`src/rtl/sprite_pkg.sv`:
```
// Shared types and widths for the sprite address calculator.
// Pattern/sprite descriptor structs plus address and coordinate widths.
package sprite_pkg;

  localparam int ADDR_W  = 16;
  localparam int COORD_W = 10;

  typedef struct packed {
    logic [ADDR_W-1:0] base;
    logic [ADDR_W-1:0] src_w;
    logic [ADDR_W-1:0] src_h;
    logic [ADDR_W-1:0] disp_w;
    logic [ADDR_W-1:0] disp_h;
  } pattern_info_t;

  typedef struct packed {
    logic               visible;
    logic               hflip;
    logic [COORD_W-1:0] x;
    logic [COORD_W-1:0] y;
    logic [COORD_W-1:0] shift;
  } sprite_info_t;

endpackage

```
`src/rtl/sprite_addr_cal_if.sv`:
```
// Sprite address calculator bus: descriptors + raster in, address/valid out.
// master drives descriptors and raster position; slave is the calculator.
interface sprite_addr_cal_if;
  import sprite_pkg::*;

  pattern_info_t       pattern_info;
  sprite_info_t        sprite_info;
  logic [COORD_W-1:0]  hcount;
  logic [COORD_W-1:0]  vcount;
  logic [ADDR_W-1:0]   addr_output;
  logic                valid;

  modport master (
    output pattern_info, sprite_info, hcount, vcount,
    input  addr_output, valid
  );

  modport slave (
    input  pattern_info, sprite_info, hcount, vcount,
    output addr_output, valid
  );

endinterface

```
`src/rtl/span_check.sv`:
```
// Signed offset d = pos - org and range test 0 <= d < lim.
// Ports: pos, org (11-bit signed), lim (16-bit), d (offset), hit.
module span_check
  import sprite_pkg::*;
(
  input  logic signed [COORD_W:0]  pos,
  input  logic signed [COORD_W:0]  org,
  input  logic [ADDR_W-1:0]        lim,
  output logic signed [COORD_W:0]  d,
  output logic                     hit
);

  logic [ADDR_W-1:0] d_ext;

  assign d     = pos - org;
  assign d_ext = {{(ADDR_W-COORD_W){1'b0}}, d[COORD_W-1:0]};
  // Sign bit set means the pixel is before the origin.
  assign hit   = !d[COORD_W] && (d_ext < lim);

endmodule

```
`src/rtl/sprite_addr_cal.sv`:
```
// Per-sprite pixel-to-ROM address calculator; clk, reset, slave bus.
// SPRITE_ADDR_CAL_COMB_EN: drop output registers (0-cycle, no reset).
module sprite_addr_cal
  import sprite_pkg::*;
#(
  parameter int AW = ADDR_W,
  parameter int CW = COORD_W
) (
  input  logic               clk,
  input  logic               reset,
  sprite_addr_cal_if.slave   bus
);

  pattern_info_t pi;
  sprite_info_t  si;

  logic [AW-1:0]        ew, eh;
  logic signed [CW:0]   sx, sy;
  logic signed [CW:0]   px, py;
  logic signed [CW:0]   dx, dy;
  logic                 hx, hy, hit;
  logic [AW-1:0]        dx_w, dy_w;
  logic [AW-1:0]        tx, row, addr;

  assign pi = bus.pattern_info;
  assign si = bus.sprite_info;

  assign ew = (pi.src_w < pi.disp_w) ? pi.src_w : pi.disp_w;
  assign eh = (pi.src_h < pi.disp_h) ? pi.src_h : pi.disp_h;

  // shift lets the sprite origin move left of column 0.
  assign sx = $signed({1'b0, si.x}) - $signed({1'b0, si.shift});
  assign sy = $signed({1'b0, si.y});
  assign px = $signed({1'b0, bus.hcount});
  assign py = $signed({1'b0, bus.vcount});

  span_check u_span_x (
    .pos (px),
    .org (sx),
    .lim (ew),
    .d   (dx),
    .hit (hx)
  );

  span_check u_span_y (
    .pos (py),
    .org (sy),
    .lim (eh),
    .d   (dy),
    .hit (hy)
  );

  assign hit  = si.visible & hx & hy;

  // Offsets only matter on a hit, where they are non-negative.
  assign dx_w = {{(AW-CW){1'b0}}, dx[CW-1:0]};
  assign dy_w = {{(AW-CW){1'b0}}, dy[CW-1:0]};

  assign tx   = si.hflip ? (pi.src_w - AW'(1) - dx_w) : dx_w;
  assign row  = dy_w * pi.src_w;
  assign addr = pi.base + row + tx;

`ifdef SPRITE_ADDR_CAL_COMB_EN
  logic unused_ok;
  assign unused_ok       = clk ^ reset;
  assign bus.valid       = hit;
  assign bus.addr_output = hit ? addr : '0;
`else
  always_ff @(posedge clk) begin
    if (reset) begin
      bus.valid       <= 1'b0;
      bus.addr_output <= '0;
    end else begin
      bus.valid       <= hit;
      bus.addr_output <= hit ? addr : '0;
    end
  end
`endif

endmodule

```
`src/flat_wrapper.sv`:
```
// flat-port wrapper written by rule: the top's interface ports become plain ports
module sprite_addr_cal_flat import sprite_pkg::*;
#(
  parameter int AW = ADDR_W,
  parameter int CW = COORD_W
)
  (clk, reset, bus_pattern_info, bus_sprite_info, bus_hcount, bus_vcount, bus_addr_output, bus_valid);
  sprite_addr_cal_if bus_i ();
  input  logic clk;
  input  logic reset;
  input wire logic [$bits(bus_i.pattern_info)-1:0] bus_pattern_info;
  input wire logic [$bits(bus_i.sprite_info)-1:0] bus_sprite_info;
  input wire logic [$bits(bus_i.hcount)-1:0] bus_hcount;
  input wire logic [$bits(bus_i.vcount)-1:0] bus_vcount;
  output wire logic [$bits(bus_i.addr_output)-1:0] bus_addr_output;
  output wire logic [$bits(bus_i.valid)-1:0] bus_valid;
  assign bus_i.pattern_info = bus_pattern_info;
  assign bus_i.sprite_info = bus_sprite_info;
  assign bus_i.hcount = bus_hcount;
  assign bus_i.vcount = bus_vcount;
  assign bus_addr_output = bus_i.addr_output;
  assign bus_valid = bus_i.valid;
  sprite_addr_cal #(.AW(AW), .CW(CW)) u_core (.clk(clk), .reset(reset), .bus(bus_i));
endmodule
```
`config.mk`:
```
export PLATFORM = sky130hd
export DESIGN_NAME = sprite_addr_cal_flat
export DESIGN_NICKNAME = d
export VERILOG_FILES = /design/src/rtl/sprite_pkg.sv /design/src/rtl/sprite_addr_cal_if.sv /design/src/rtl/span_check.sv /design/src/rtl/sprite_addr_cal.sv /design/src/flat_wrapper.sv
export SDC_FILE = /design/constraint.sdc
export NUM_CORES = 1
export LEC_CHECK = 0
export ABC_AREA = 1
export ABC_CLOCK_PERIOD_IN_PS = 19800
export CORE_MARGIN = 2
export CORE_UTILIZATION = 30
export CTS_CLUSTER_SIZE = 30
export DETAILED_ROUTE_END_ITERATION = 16
export SLEW_MARGIN = 20
export SYNTH_ARGS = -nofsm -noshare
export SYNTH_HDL_FRONTEND = slang
export SYNTH_HIERARCHICAL = 1
export SYNTH_SLANG_ARGS = --single-unit
```
`constraint.sdc`:
```
create_clock -name clk -period 19.8 [get_ports clk]
set_clock_uncertainty 0.2 [all_clocks]
set_input_delay 5.94 -clock clk [delete_from_list [all_inputs] [get_ports clk]]
set_output_delay 5.94 -clock clk [all_outputs]
set_load 0.005 [all_outputs]
```
==> results of run 1 <==
[sequential cells by signal, indices dropped and copies added (netlist names)]
signal / count
u_core/bus.addr_output: 16
u_core/bus.valid: 1
[power by group]
part           total [W]  switching [W]  internal [W]
clock          0.0000401      0.0000128     0.0000273
combinational    0.00175        0.00106      0.000690
sequential     0.0000423     0.00000119     0.0000412
[worst max-delay path, delay by kind of cell]
family	cells	cell delay, ps
fa+ha+maj	9	3630
compound gates	8	1260
buf+inv	9	910
xor+xnor	2	340
simple gates	15	1400
[how the worst max path moves through the flow]
| stage | cells past startpoint | slack [ps] | to |
|---|---|---|---|
| finish | 43 | 6260 | u_core/bus.addr_output[15] |
| global route | 43 | 5520 | u_core/bus.addr_output[15] |
| CTS | 43 | 6200 | u_core/bus.addr_output[15] |
| detailed placement | 43 | 5970 | u_core/bus.addr_output[15] |
| global placement | 43 | 6080 | u_core/bus.addr_output[15] |
| floorplan | 42 | 7040 | u_core/bus.addr_output[15] |
[metrics by stage]
stage          worst slack, ps  hold WS [ps]  total power [W]  std cells
2_1_floorplan             7041          5982         0.001397       1280
3_3_place_gp              6075          6446         0.001752       1783
6_report                  6259          6251         0.001836       1788
5_1_grt                   5524          6278         0.002143       1788
3_5_place_dp              5967          6448         0.001774       1783
4_1_cts                   6202          6247         0.001832       1787
[cells in the final DEF, fill, tap and decap left out, drive strengths merged, types with 5 or more instances in the layout]
master	count
nand3b	5
dfxtp	17
xor2	22
o21a	7
nand2	301
inv	353
fa	103
ha	119
buf	8
xnor2	10
a21oi	97
nor3	5
nand3	33
o21ai	51
clkdlybuf4s50	150
a21boi	5
nor2	85
nand4	9
[metal layers]
metal | routed length [um] | up-vias
li1 | - | 4100
met1 | 10330 | 3576
met2 | 10100 | 166
met3 | 935 | 22
met4 | 327 | 0
met5 | 0 | -
[logic make-up (layout without fill, tap and decap cells)]
| group | after synthesis | after routing | share of synthesized area |
|---|---|---|---|
| other | 1 | 4 | 0.0004451 |
| adders and majority gates | 222 | 222 | 0.4215 |
| xor gates and xnor gates | 32 | 32 | 0.03327 |
| buffers and inverters | 386 | 515 | 0.1742 |
| and+or+nand+nor | 441 | 441 | 0.2127 |
| AOI/OAI and AO/OA | 179 | 179 | 0.1175 |
| DFF | 17 | 17 | 0.04040 |
[layout make-up]
cell class | count | area (um2)
antenna | 1 | 2.502
clock buffer | 4 | 78.83
fill | 2906 | 17300
inverter | 353 | 1325
multi-input combinational | 877 | 6624
sequential | 17 | 340.3
tap | 378 | 473.0
timing repair buffer | 158 | 1562
==> impl_metrics.ini, run 1 <==
[outcome]
status = complete, no violations

[clock_tree]
cts_tree = built
numCtsBuffers = 3
post_cts_resized = 0
cts_max_level = 1
cts_setup_buffers = 0
cts.sink_count = 17
postCtsHoldBufs = 0
path_clk_slew_ps = 50
cts_buffer_depth = 2
clock-root-buffer = clkbuf_16

[sta]
period_needed_ps = 13540
worst_slew_pin_slew_ps = 925.5
hold_viol = 0
maxSlewViolCount = 0
rsz0062_at_grt = false
timing.fmax_ghz = 0.07385
min_period_over_period = 0.6839
maxSlewHeadroom = 0.3815
fin_setup_tns_ps = 0
final-setup-viol-count = 0

[die]
ios = 151
core_um2 = 27710
start_util = 0.3041
die_x_um = 171.6
die_area_um2 = 29440
row_count = 61
die_h_um = 171.6

[route]
via_count = 7864
final_antenna_net_count = 0
drt_iter0_drc = 316
post-route-drc-count = 0
drtPass1Iterations = 6
via_per_inst = 4.398
wl_per_cell_um = 12.13
routed_wl_um = 21690

[worst_setup_path]
critPathLaunch = bus_sprite_info[20]
start_kind = input pin
cp.required_ps = 19740
cp_max_fo = 5
cp.arrival_ps = 13480
worstSetupPathType = in -> reg
cp-end-kind = register
cp_slowest_stage_delay_ps = 540
cp_slowest_cell = fa_1

[yosys]
synth_cell_types = 37
synth_async_sr_flop_share = 0
yosys-top-cells-count = 349 x inv_1, 293 x nand2_1, 119 x ha_1
synth-main-ff-cell = dfxtp_1
yosysTopAreaCell = fa_1
yosysMostFrequentCell = inv_1
synth_edf_count = 0
avgSynthCellArea_um2 = 6.592
ys_warn_count = 6
synth-seq-area-share = 0.04040
netlist_area_um2 = 8424
synth_top_area_share = 0.2448
synthesis.instances = 1278
synth_seq_cells = 17
netlist_top_cells_area = fa_1 24%, ha_1 18%, inv_1 16%, nand2_1 13%, a21oi_1 5.5%

[global_route]
antenna_found_initial = 1
met1_usage = 0.2020
track_usage = 0.1474
gr-total-overflow = 0
grt_pass1_vias = 7625
grt_max_degree = 33
grt_pass1_wl_um = 35320
met3_usage = 0.01035
met2_usage = 0.2572
grt-busiest-layer = met2

[power]
max-vdd-ir-drop_mv = 0.1448
leakage_nw = 5.856
power_density_nw_per_um2 = 176.4

[placement]
detailed_place_hpwl_um = 19090
gp_congestion = 0.8142
post_dp_cell_area_um2 = 10320
io_buffer_count = 150

[cells_and_area]
drive_gt1_frac = 0.02555
final_cell_area_um2 = 10410
areaGrowthSynthToFinish_pct = 23.51
fin_util = 0.3756
finalNetCount = 1766

[hold_path]
worstHoldStart = bus_sprite_info[31]
min_delay_worst_endpoint = u_core/bus.valid
hold_path_class = in -> reg
hold_depth = 4

[job]
max_cap_viol_count = 0
Note: power is estimated with default switching activity, not from simulation.
==> run 2, diff against run 1 <==
--- a/config.mk
+++ b/config.mk
@@ -6,7 +6,7 @@
 export NUM_CORES = 1
 export LEC_CHECK = 0
 export ABC_AREA = 1
-export ABC_CLOCK_PERIOD_IN_PS = 19800
+export ABC_CLOCK_PERIOD_IN_PS = 11900
 export CORE_MARGIN = 2
 export CORE_UTILIZATION = 30
 export CTS_CLUSTER_SIZE = 30
==> constraint.sdc (replaced) <==
create_clock -name clk -period 11.9 [get_ports clk]
set_clock_uncertainty 0.2 [all_clocks]
set_input_delay 3.57 -clock clk [delete_from_list [all_inputs] [get_ports clk]]
set_output_delay 3.57 -clock clk [all_outputs]
set_load 0.005 [all_outputs]
==> run 2 against run 1 <==
Clock power increased by 64%. Utilization barely moved. Sequential power is 66% higher. Count of clock-buffer cells in the layout unchanged. Global-route usage increased by 0.26 points. Critical endpoint unchanged.
==> impl_metrics.ini, run 2 (synthesis results as in run 1) <==
[die]
start_util = 0.3041
core_um2 = 27710
die_area_um2 = 29440
die_h_um = 171.6
row_count = 61
ios = 151
die_x_um = 171.6

[placement]
pre_cts_ws_ps = 436.9
detailed_place_hpwl_um = 19180
io_buffer_count = 150
gp_congestion = 0.8159
post_dp_cell_area_um2 = 10320

[sta]
hold_viol = 0
min_period_over_period = 0.9415
final-setup-viol-count = 0
maxSlewHeadroom = 0.3636
maxSlewViolCount = 0
fin_ws_ps = 695.9
period_needed_ps = 11200
fin_hold_ws_ps = 3889
fin_setup_tns_ps = 0
timing.fmax_ghz = 0.08925
worst_slew_pin_slew_ps = 952.3
rsz0062_at_grt = false

[worst_setup_path]
worstSetupPathType = in -> reg
cp-end-kind = register
cp_max_fo = 5
start_kind = input pin
cp_slowest_cell = fa_1
cp_slowest_stage_delay_ps = 540
cp.required_ps = 11840
cp.arrival_ps = 11140

[clock_tree]
numCtsBuffers = 3
clock-root-buffer = clkbuf_16
cts_max_level = 1
cts_setup_buffers = 0
cts_tree = built
path_clk_slew_ps = 50
cts_buffer_depth = 2
cts.sink_count = 17

[job]
max_cap_viol_count = 0

[power]
power_w = 0.003043
power_density_nw_per_um2 = 292.1
max-vdd-ir-drop_mv = 0.2346
leakage_nw = 5.862

[cells_and_area]
top_regs = u_core/bus.addr_output: 16 flops, u_core/bus.valid: 1 flops
final_common_cell = inv_1
largest_reg_flops = 16
finalNetCount = 1766
regMostFlops = u_core/bus.addr_output
final_cell_mix = 349 x inv_1, 293 x nand2_1, 150 x clkdlybuf4s50_1, 119 x ha_1, 103 x fa_1
areaGrowthSynthToFinish_pct = 23.64
n_fill_cell = 2902
final_cell_area_um2 = 10420
drive_gt1_frac = 0.02697

[route]
wl_per_cell_um = 12.22
routed_wl_um = 21840
post-route-drc-count = 0
drtPass1Iterations = 7
final_antenna_net_count = 0
via_count = 7899
drt_iter0_drc = 309
via_per_inst = 4.418

[global_route]
grt_max_degree = 33
grt_pass1_wl_um = 35970
grt_pass1_vias = 7720
antenna_found_initial = 0
gr-total-overflow = 0
track_usage = 0.1500

[hold_path]
worstHoldStart = bus_sprite_info[31]
hold_depth = 4
hold_path_class = in -> reg
min_delay_worst_endpoint = u_core/bus.valid

[outcome]
status = complete, no violations
## run 2: changes by cell type in the layout (fill, tap and decap cells not counted)
cell,previous run,this run
a21oi_2,4,5
a21oi_1,93,92
xnor2_1,10,9
xnor2_2,0,1
## run 2: area by class of cell
| type | count | area [um2] | area share |
|---|---|---|---|
| multi-input combinational | 877 | 6635 | 0.6370 |
| antenna | 1 | 2.502 | 0.0002402 |
| clock buffer | 4 | 78.83 | 0.007568 |
| sequential | 17 | 340.3 | 0.03267 |
| inverter | 353 | 1325 | 0.1272 |
| timing repair buffer | 158 | 1562 | 0.1499 |
| tap | 378 | 473.0 | 0.04541 |
## run 2: power by group
part | total [W] | switching, W | leakage (nW) | internal, W
logic | 0.00291 | 0.00176 | 5.69 | 0.00115
clock network | 0.0000658 | 0.0000204 | 0.0382 | 0.0000454
registers | 0.0000704 | 0.00000189 | 0.138 | 0.0000685
total | 0.00304 | 0.00178 | 5.86 | 0.00126
## run 2: worst max-delay path by stage
stage,from,endpoint,slack [ps]
floorplan,bus_sprite_info[20],u_core/bus.addr_output[15],1510
global placement,bus_sprite_info[20],u_core/bus.addr_output[15],540
detailed placement,bus_sprite_info[20],u_core/bus.addr_output[15],440
CTS,bus_sprite_info[20],u_core/bus.addr_output[15],690
global route,bus_sprite_info[20],u_core/bus.addr_output[15],7
finish,bus_sprite_info[20],u_core/bus.addr_output[15],700
## run 2: timing repair
item / in CTS / in global routing
resized for setup: 0 / 2
endpoints found under the setup margin: 0 / 1
hold buffers: 0 / 0
## run 2: worst max-delay path: cells and delay by family
family | cells | cell delay, ps
adders and majority gates | 9 | 3640
and+or+nand+nor | 15 | 1400
AOI/OAI and AO/OA | 8 | 1250
buffers and inverters | 9 | 920
xor gates and xnor gates | 2 | 350
## run 2: metrics by stage
stage                     utilization  instances
after CTS                      0.3755       1787
after floorplan                     -       1280
after detailed placement       0.3726       1783
after global routing           0.3759       1787
final                          0.3760       1788
after global placement         0.3726       1783
## run 2: metal layers
metal,global-route usage,part of all wire,wire (um),vias to the layer above
li1,-,-,-,4102
met1,0.2036,0.47,10290,3613
met2,0.2656,0.48,10450,168
met3,0.01104,0.040,882,16
met4,0.02174,0.0099,216,0
met5,0,0,0,-
